### config.mk
export PLATFORM = sky130hd
export DESIGN_NAME = cci_mpf_shim_vtp_svc_arb
export DESIGN_NICKNAME = d
export VERILOG_FILES = /design/src/rtl/cci_mpf_shim_vtp_svc_arb.sv
export SDC_FILE = /design/constraint.sdc
export NUM_CORES = 1
export LEC_CHECK = 0
export CAP_MARGIN = 0
export CORE_MARGIN = 2
export CORE_UTILIZATION = 48
export DETAILED_ROUTE_END_ITERATION = 10
export DONT_BUFFER_PORTS = 1
export GPL_TIMING_DRIVEN = 0
export SYNTH_ARGS = -nofsm -noshare
export SYNTH_HDL_FRONTEND = slang
export SYNTH_SLANG_ARGS = --single-unit
### constraint.sdc
create_clock -name clk -period 3.2 [get_ports clk]
set_clock_uncertainty 0.1 [all_clocks]
set_input_delay 0.8 -clock clk [delete_from_list [all_inputs] [get_ports clk]]
set_output_delay 0.8 -clock clk [all_outputs]
set_load 0.1 [all_outputs]
### src/rtl/cci_mpf_shim_vtp_svc_arb.sv
`default_nettype none
// ============================================================================
// Module   : cci_mpf_shim_vtp_svc_arb
// Brief    : Round-robin sharing of one VTP translation service among N shims,
//            with service-tag allocation and out-of-order response routing.
// Revision : 1.0 - initial release
// ============================================================================
module cci_mpf_shim_vtp_svc_arb #(
    parameter int N_CLIENTS       = 2,
    parameter int N_SVC_TAGS      = 8,
    parameter int CLIENT_TAG_BITS = 3,
    localparam int c_SVC_TAG_BITS = (N_SVC_TAGS > 1) ? $clog2(N_SVC_TAGS) : 1
) (
    input  logic                                 clk,
    input  logic                                 reset_n,

    input  logic [N_CLIENTS-1:0]                 c_lookupEn,
    input  logic [36*N_CLIENTS-1:0]              c_lookupPageVA,
    input  logic [CLIENT_TAG_BITS*N_CLIENTS-1:0] c_lookupTag,
    output logic [N_CLIENTS-1:0]                 c_lookupRdy,
    output logic [N_CLIENTS-1:0]                 c_rspValid,
    output logic [25:0]                          c_rspPagePA,
    output logic [CLIENT_TAG_BITS-1:0]           c_rspTag,
    output logic                                 c_rspIsBigPage,

    output logic                                 s_lookupEn,
    output logic [35:0]                          s_lookupPageVA,
    output logic [c_SVC_TAG_BITS-1:0]            s_lookupTag,
    input  logic                                 s_lookupRdy,
    input  logic                                 s_rspValid,
    input  logic [25:0]                          s_rspPagePA,
    input  logic [c_SVC_TAG_BITS-1:0]            s_rspTag,
    input  logic                                 s_rspIsBigPage,

    output logic                                 err_badTag
);

    localparam int c_CLIENT_ID_BITS = (N_CLIENTS > 1) ? $clog2(N_CLIENTS) : 1;

    logic [N_CLIENTS-1:0]        w_holdValid;
    logic [35:0]                 w_holdVA  [N_CLIENTS];
    logic [CLIENT_TAG_BITS-1:0]  w_holdTag [N_CLIENTS];
    logic [N_CLIENTS-1:0]        w_lookupRdy;
    logic [N_CLIENTS-1:0]        w_xfer;

    logic [c_CLIENT_ID_BITS-1:0] r_ptr;
    logic                        r_sEn;
    logic [35:0]                 r_sVA;
    logic [c_SVC_TAG_BITS-1:0]   r_sTag;

    logic [N_SVC_TAGS-1:0]       r_tagBusy;
    logic [c_CLIENT_ID_BITS-1:0] r_tagClient [N_SVC_TAGS];
    logic [CLIENT_TAG_BITS-1:0]  r_tagCTag   [N_SVC_TAGS];

    logic [N_CLIENTS-1:0]        r_rspValid;
    logic [25:0]                 r_rspPA;
    logic [CLIENT_TAG_BITS-1:0]  r_rspTag;
    logic                        r_rspBig;
    logic                        r_errBadTag;

    logic                        w_outCanLoad;
    logic                        w_anyFree;
    logic                        w_grant;
    logic [c_CLIENT_ID_BITS-1:0] w_winner;
    logic [c_CLIENT_ID_BITS-1:0] w_nextPtr;
    logic [c_SVC_TAG_BITS-1:0]   w_allocTag;
    logic                        w_rspKnown;
    logic                        w_rspHit;
    logic                        w_rspBad;
    logic [N_CLIENTS-1:0]        w_rspOneHot;

    assign w_xfer = c_lookupEn & w_lookupRdy;

    // One-entry hold per client; ready is the registered complement of the next fill state
    for (genvar i = 0; i < N_CLIENTS; i++) begin : g_hold
        logic                       r_valid;
        logic [35:0]                r_va;
        logic [CLIENT_TAG_BITS-1:0] r_tag;
        logic                       r_rdy;
        logic                       w_granted;

        assign w_granted = w_grant && (int'(w_winner) == i);

        always_ff @(posedge clk or negedge reset_n) begin
            if (!reset_n) begin
                r_valid <= 1'b0;
                r_va    <= '0;
                r_tag   <= '0;
                r_rdy   <= 1'b0;
            end else begin
                if (w_xfer[i]) begin
                    r_valid <= 1'b1;
                    r_va    <= c_lookupPageVA[36*i +: 36];
                    r_tag   <= c_lookupTag[CLIENT_TAG_BITS*i +: CLIENT_TAG_BITS];
                end else if (w_granted) begin
                    r_valid <= 1'b0;
                end
                r_rdy <= ~w_xfer[i] & (w_granted | ~r_valid);
            end
        end

        assign w_holdValid[i] = r_valid;
        assign w_holdVA[i]    = r_va;
        assign w_holdTag[i]   = r_tag;
        assign w_lookupRdy[i] = r_rdy;
    end

    assign w_outCanLoad = ~r_sEn | s_lookupRdy;
    assign w_anyFree    = ~&r_tagBusy;
    assign w_grant      = w_outCanLoad & w_anyFree & (|w_holdValid);

    // Descending scan so the lowest offset from the pointer wins
    always_comb begin
        int idx;
        idx      = 0;
        w_winner = '0;
        for (int k = N_CLIENTS - 1; k >= 0; k--) begin
            idx = int'(r_ptr) + k;
            if (idx >= N_CLIENTS) idx = idx - N_CLIENTS;
            if (w_holdValid[c_CLIENT_ID_BITS'(idx)]) w_winner = c_CLIENT_ID_BITS'(idx);
        end
    end

    assign w_nextPtr = (int'(w_winner) == N_CLIENTS - 1) ? '0 : w_winner + 1'b1;

    always_comb begin
        w_allocTag = '0;
        for (int t = N_SVC_TAGS - 1; t >= 0; t--) begin
            if (!r_tagBusy[c_SVC_TAG_BITS'(t)]) w_allocTag = c_SVC_TAG_BITS'(t);
        end
    end

    assign w_rspKnown = (int'(s_rspTag) < N_SVC_TAGS) && r_tagBusy[s_rspTag];
    assign w_rspHit   = s_rspValid & w_rspKnown;
    assign w_rspBad   = s_rspValid & ~w_rspKnown;

    always_comb begin
        w_rspOneHot = '0;
        w_rspOneHot[r_tagClient[s_rspTag]] = w_rspHit;
    end

    always_ff @(posedge clk or negedge reset_n) begin
        if (!reset_n) begin
            r_ptr  <= '0;
            r_sEn  <= 1'b0;
            r_sVA  <= '0;
            r_sTag <= '0;
        end else begin
            if (w_grant) begin
                r_ptr  <= w_nextPtr;
                r_sEn  <= 1'b1;
                r_sVA  <= w_holdVA[w_winner];
                r_sTag <= w_allocTag;
            end else if (s_lookupRdy) begin
                r_sEn  <= 1'b0;
            end
        end
    end

    // A grant only sees tags busy before this edge, so a same-edge free never collides
    always_ff @(posedge clk or negedge reset_n) begin
        if (!reset_n) begin
            r_tagBusy <= '0;
            for (int t = 0; t < N_SVC_TAGS; t++) begin
                r_tagClient[t] <= '0;
                r_tagCTag[t]   <= '0;
            end
        end else begin
            if (w_rspHit) r_tagBusy[s_rspTag] <= 1'b0;
            if (w_grant) begin
                r_tagBusy[w_allocTag]   <= 1'b1;
                r_tagClient[w_allocTag] <= w_winner;
                r_tagCTag[w_allocTag]   <= w_holdTag[w_winner];
            end
        end
    end

    always_ff @(posedge clk or negedge reset_n) begin
        if (!reset_n) begin
            r_rspValid  <= '0;
            r_rspPA     <= '0;
            r_rspTag    <= '0;
            r_rspBig    <= 1'b0;
            r_errBadTag <= 1'b0;
        end else begin
            r_rspValid <= w_rspOneHot;
            if (w_rspHit) begin
                r_rspPA  <= s_rspPagePA;
                r_rspTag <= r_tagCTag[s_rspTag];
                r_rspBig <= s_rspIsBigPage;
            end
            if (w_rspBad) r_errBadTag <= 1'b1;
        end
    end

    assign c_lookupRdy    = w_lookupRdy;
    assign c_rspValid     = r_rspValid;
    assign c_rspPagePA    = r_rspPA;
    assign c_rspTag       = r_rspTag;
    assign c_rspIsBigPage = r_rspBig;
    assign s_lookupEn     = r_sEn;
    assign s_lookupPageVA = r_sVA;
    assign s_lookupTag    = r_sTag;
    assign err_badTag     = r_errBadTag;

endmodule
`default_nettype wire

==> results of run 1 <==
[routing by layer]
| metal | vias to the layer above | routed length [microns] | global-route usage (%) |
|---|---|---|---|
| li1 | 1912 | - | - |
| met1 | 2139 | 6080 | 22.2 |
| met2 | 141 | 7400 | 31.6 |
| met3 | 23 | 1250 | 8.18 |
| met4 | 0 | 313 | 8.21 |
| met5 | - | 0 | 0 |
[stage by stage]
stage	cells	hold slack [ps]
final	748	-26.2
after CTS	744	-47.1
after floorplan	529	342
after global placement	713	352
after detailed placement	713	373
after global routing	746	-55.5
[path summary, 6_finish.rpt]
| path | from | end | slack, ps | depth (start not counted) |
|---|---|---|---|---|
| worst max-delay path | s_lookupEn$_DFFE_PN0P_ | r_tagCTag[13]$_DFFE_PN0P_ | 490 | 6 |
| worst min-delay path | reset_n | c_rspPagePA[25]$_DFFE_PN0N_ | -30 | 0 |
| worst max register to register | s_lookupEn$_DFFE_PN0P_ | r_tagCTag[13]$_DFFE_PN0P_ | 490 | 6 |
| worst min register to register | r_tagCTag[14]$_DFFE_PN0P_ | r_tagCTag[14]$_DFFE_PN0P_ | 380 | 1 |
| max in group asynchronous | reset_n | s_lookupPageVA[35]$_DFFE_PN0N_ | 2760 | 0 |
| min in group clk | r_tagCTag[14]$_DFFE_PN0P_ | r_tagCTag[14]$_DFFE_PN0P_ | 380 | 1 |
[cells in the final DEF, fill, tap and decap left out, types with 3 or more instances in the layout]
master | Yosys | layout
diode_2 | 0 | 4
mux4_2 | 4 | 4
o32a_1 | 3 | 3
mux2_2 | 108 | 108
nor2_1 | 10 | 10
o21ai_0 | 49 | 49
a21o_1 | 4 | 4
buf_1 | 11 | 11
a21oi_1 | 10 | 10
mux2i_1 | 43 | 43
buf_4 | 3 | 3
clkinvlp_4 | 0 | 3
dfrtp_1 | 179 | 179
bufinv_16 | 0 | 3
nand2_1 | 50 | 50
a31oi_1 | 3 | 3
and2_1 | 3 | 3
buf_6 | 3 | 3
clkbuf_1 | 12 | 16
clkbuf_16 | 0 | 17
inv_1 | 5 | 5
nor3_1 | 3 | 3
buf_2 | 4 | 4
[sequential cells by signal, summed over array words and instances, names as in the netlist]
signal,flops
r_tagClient,4
s_lookupEn,1
r_ptr,1
c_rspPagePA,26
c_rspTag,3
r_tagCTag,12
err_badTag,1
s_lookupTag,2
g_hold.r_tag,6
s_lookupPageVA,36
g_hold.r_va,72
r_tagBusy,8
c_rspValid,2
g_hold.r_valid,2
c_rspIsBigPage,1
g_hold.r_rdy,2
[logic make-up after synthesis]
family	Yosys count
other	1
AND/OR/NAND/NOR	78
buffers and inverters	38
flip-flops	179
multiplexers	156
AO/OA/AOI/OAI	77
[cell type report]
cell class              count  area [sq um]  share of cell area, %
clock inverters             9           131                   1.63
plain buffers              33           163                   2.02
flip-flops and latches    179          4480                   55.6
inverters                   5          18.8                  0.233
well taps                 184           230                   2.86
clock buffers              22           454                   5.64
multi-input cells         312          2570                   31.9
diodes                      4          10.0                  0.124
==> impl_metrics.ini, run 1 <==
[critical_path]
cpLargestDelayFamily = flip-flops
path_max_fanout = 10
cp-start-kind = flip-flop
slowest_delay_ps = 950
arrival_ps = 2920
end_kind = flip-flop
critPathSlowestCell = dfrtp_1
required_ps = 3410
cp_num_buf_inv = 2
path_class = reg -> reg
path_cells = nand2b_1 > o221ai_1 > clkbuf_1 > clkbuf_1 > nor3_1 > a21o_1
cp_common_cell = clkbuf_1

[synth]
synth_edf_count = 0
syn_nets = 643
synth_top_family_by_area = multiplexers
async_flop_share_pct = 100
synth_xor_area_share_pct = 0
yosys.area.top_type = dfrtp_1
syn_area_sq_um = 7220
yosys.area.top_type_share_pct = 62.1
synthAdderAreaFrac_pct = 0
synth-warning-count = 0
yosys-top-cells-count = 179 x dfrtp_1, 108 x mux2_2, 50 x nand2_1, 49 x o21ai_0, 43 x mux2i_1
synthTopCellsByArea = dfrtp_1 62%, mux2_2 17%, mux2i_1 6.0%
yosysUniqueCellTypes = 35
synth_ff_type = dfrtp_1
synth-seq-cells = 179
synthCells = 529
synthMuxAreaShare_pct = 24.4
synth_compound_area_share_pct = 6.24
yosysMostFrequentCell = dfrtp_1
avgSynthCellArea_sq_um = 13.6
synth-simple-area-share_pct = 4.71
seq_area_frac_synth_pct = 62.1

[floorplan]
io_pins = 189
die_x_microns = 127
initial_utilization_pct = 49.5
die_y_microns = 127
die_area_sq_um = 16000
rows = 44
coreArea_sq_um = 14600

[clock_network]
clk_latency_ps = 420
cts_root_buf = clkbuf_16
htree_num_levels = 4
cts.clk_slew.worst_paths_ps = 60
cts_setup_buffers = 0
tritoncts = yes
clkSinkCount = 179
cts_resized = 0
cts_buffers = 17
clock_path_buffers = 2

[place]
pre_cts_ws_ps = 375
placed_cell_area_sq_um = 7450
gp_congestion = 0.792
place_hpwl_microns = 10500
place.port_buffers = 0

[timing]
hold_ws_ps = -26.2
slew_headroom_pct = 37.0
fin_crit_sh_pct = 84.7
setup_viol = 0
period_needed_ps = 2710
fmax_mhz = 369
tightest_slew_ps = 945
totalNegativeSetupSlack_ps = 0
rsz0062_at_grt = false
fin_ws_ps = 490
hold_viol_final = 71
finalMaxSlewViolations = 0

[layout]
stdcell_area_sq_um = 8060
area_growth_pct = 11.6
finalNetCount = 662
n_fill_cell = 1225
postLayoutCoreUtil_pct = 55.2
drive_gt1_share_pct = 27.7

[global_routing]
grt_pass1_wl_microns = 23900
grt-ovfl-total = 0
grt_pass1_vias = 4599
grt_max_degree = 180
grt_usage_pct = 19.3
antenna_found_initial = 3

[drt]
post_drt_wl_per_cell_microns = 20.1
ant_nets = 0
finalWirelength_microns = 15000
via_count = 4215
dr.pass1.iters = 5
route.detailed.drc = 0
drt-initial-drc-count = 185
via_per_inst = 5.64

[job]
cap_violations = 0

[status]
violations = negative hold slack
status = finished with violations

[min_path]
hold_class = in -> async
Power of run 1 is left out: the tool's default activity adds up to more than one toggle a clock period on the data nets, which glitch-free logic cannot reach.
==> run 2: changes to the inputs <==
--- a/config.mk
+++ b/config.mk
@@ -5,6 +5,7 @@
 export SDC_FILE = /design/constraint.sdc
 export NUM_CORES = 1
 export LEC_CHECK = 0
+export ABC_AREA = 1
 export CAP_MARGIN = 0
 export CORE_MARGIN = 2
 export CORE_UTILIZATION = 48
==> constraint.sdc (replaced) <==
create_clock -name clk -period 2.85 [get_ports clk]
set_clock_uncertainty 0.1 [all_clocks]
set_input_delay 0.7125 -clock clk [delete_from_list [all_inputs] [get_ports clk]]
set_output_delay 0.7125 -clock clk [all_outputs]
set_load 0.1 [all_outputs]
==> run 2 against run 1 <==
Effect of this change: the run still ends with negative hold slack left; hold slack lost 84 ps; first-iteration DRC count grew 32%; non-clock buffer count grew 11; via count grew 26%; highest routed layer is now met5.
==> impl_metrics.ini, run 2 <==
[clock_network]
htree_num_levels = 4
cts_resized = 0
tritoncts = yes
cts_root_buf = clkbuf_16
cts_buffers = 17
clkSinkCount = 179
cts_setup_buffers = 0
clk_latency_ps = 420
cts.clk_slew.worst_paths_ps = 60
clock_path_buffers = 2

[layout]
final_common_cell = nand2_1
drive_gt1_share_pct = 19.9
layout_common_cells = 291 x nand2_1, 179 x dfrtp_1, 61 x mux2_2
finalNetCount = 924
area_growth_pct = 10.9
n_fill_cell = 1441
regMostFlops = g_hold.r_va
largest_reg_flops = 72

[critical_path]
arrival_ps = 2570
required_ps = 3060
slowest_delay_ps = 960
endpoint = s_lookupPageVA[12]$_DFFE_PN0N_
r2r_slack_ps = 480
r2r-end = s_lookupPageVA[12]$_DFFE_PN0N_
end_kind = flip-flop
path_cells = inv_1 > or2_2 > buf_2 > nand3_2 > inv_2 > buf_6 > nand2_1 > nand2_1
path_class = reg -> reg
critPathSlowestCell = dfrtp_1
r2r_cells = 8
cp-start-kind = flip-flop
path_max_fanout = 10
crit_start = s_lookupEn$_DFFE_PN0P_
cp_common_cell = nand2_1
r2r-start = s_lookupEn$_DFFE_PN0P_

[synth]
yosysUniqueCellTypes = 28
yosys.area.top_type_share_pct = 57.9
synth_edf_count = 0
async_flop_share_pct = 100
synthTopCellsByArea = dfrtp_1 58%, nand2_1 14%, mux2_2 8.9%
yosysMostFrequentCell = nand2_1
yosys-top-cells-count = 291 x nand2_1, 179 x dfrtp_1, 61 x mux2_2, 37 x inv_1, 36 x o21ai_0
syn_area_sq_um = 7740
syn_nets = 905
seq_area_frac_synth_pct = 57.9
synth-warning-count = 0
synth_ff_type = dfrtp_1
avgSynthCellArea_sq_um = 9.79
synth-seq-cells = 179
yosys.area.top_type = dfrtp_1
synthCells = 791

[drt]
ant_nets = 0
drt-initial-drc-count = 244
wl_met3_microns = 1870
dr.pass1.iters = 4
wl_met1_microns = 6880
wl_met2_microns = 8280
finalWirelength_microns = 17300
post_drt_wl_per_cell_microns = 16.6
route.detailed.drc = 0
via_per_inst = 5.09
via_count = 5301
dr.max_layer_used = met5

[timing]
fin_crit_sh_pct = 83.0
rsz0062_at_grt = false
tightest_slew_ps = 982
period_needed_ps = 2370
hold_ws_ps = -111
setup_viol = 0
totalNegativeSetupSlack_ps = 0
slew_headroom_pct = 34.5
finalMaxSlewViolations = 0
fmax_mhz = 423
hold_viol_final = 179

[global_routing]
grt_pass1_vias = 5360
grt_pass1_wl_microns = 26800
antenna_found_initial = 3
grt-ovfl-total = 0
grt_max_degree = 180
grt_usage_pct = 20.5

[job]
cap_violations = 0

[place]
place_hpwl_microns = 12800
gp_congestion = 0.807
place.port_buffers = 0

[floorplan]
die_y_microns = 131
coreArea_sq_um = 15800
initial_utilization_pct = 48.9
rows = 46
die_x_microns = 131
io_pins = 189
die_area_sq_um = 17200

[status]
status = finished with violations
violations = negative hold slack

[min_path]
hold_class = in -> async
## run 2: changes by cell type after synthesis, moves of 7 or more
| cell | before | now |
|---|---|---|
| nand2_2 | 0 | 12 |
| buf_2 | 4 | 12 |
| nand4_1 | 2 | 9 |
| mux2i_1 | 43 | 3 |
| nor2_1 | 10 | 29 |
| nand2_1 | 50 | 291 |
| nand3_1 | 1 | 34 |
| inv_1 | 5 | 37 |
| mux2_2 | 108 | 61 |
| o21ai_0 | 49 | 36 |
| buf_1 | 11 | 4 |
| nand3_2 | 0 | 19 |
| a21oi_1 | 10 | 17 |
## run 2: layout make-up
type	count	area (sq um)	share of cell area, %
clock buffer	22	464	5.41
tap	216	270	3.15
clock inverter	10	108	1.25
sequential	179	4480	52.2
multi-input combinational	525	2810	32.7
buffer	44	292	3.39
inverter	43	161	1.88
antenna	2	5.00	0.0583
## run 2: kinds of logic (layout without fill, tap and decap cells)
logic type | after synthesis | count (layout) | share of synthesized area [%]
DFF | 179 | 179 | 57.9
other | 1 | 3 | 0.0484
buffers and inverters | 87 | 119 | 5.85
and+or+nand+nor | 401 | 401 | 22.6
AOI/OAI and AO/OA | 59 | 59 | 4.40
muxes | 64 | 64 | 9.26
## run 2: worst min-delay path by stage
stage               startpoint                          end  slack, ps  cells after the start
finish                 reset_n  c_rspPagePA[24]$_DFFE_PN0N_       -110                      0
CTS                    reset_n  c_rspPagePA[24]$_DFFE_PN0N_       -130                      0
floorplan              reset_n   c_rspIsBigPage$_DFFE_PN0N_        320                      0
global route           reset_n  c_rspPagePA[24]$_DFFE_PN0N_       -140                      0
detailed placement     reset_n  c_rspPagePA[24]$_DFFE_PN0N_        320                      0
global placement       reset_n  c_rspPagePA[21]$_DFFE_PN0N_        320                      0
## run 2: critical path, delay by kind of cell (launching register included)
kind	cells	cell delay, ps
flip-flops	1	960
AND/OR/NAND/NOR	4	620
buffers and inverters	4	570
## run 2: layer usage
| metal | global-route usage (%) | up-vias |
|---|---|---|
| met4 | 6.38 | 2 |
| met2 | 34.2 | 174 |
| met1 | 23.4 | 2538 |
| li1 | - | 2565 |
| met5 | 0 | - |
| met3 | 9.89 | 22 |
## run 2: metrics by stage
step	cells	instance area, sq um	setup WS [ps]	util [%]	hold slack [ps]
after floorplan	791	7740	797	-	317
after global placement	1007	8010	491	50.6	323
after detailed placement	1007	8010	482	50.6	322
after CTS	1039	8580	464	54.2	-131
after global routing	1040	8590	327	54.2	-143
final	1041	8590	485	54.3	-111
Power of run 2 is left out for the same reason.
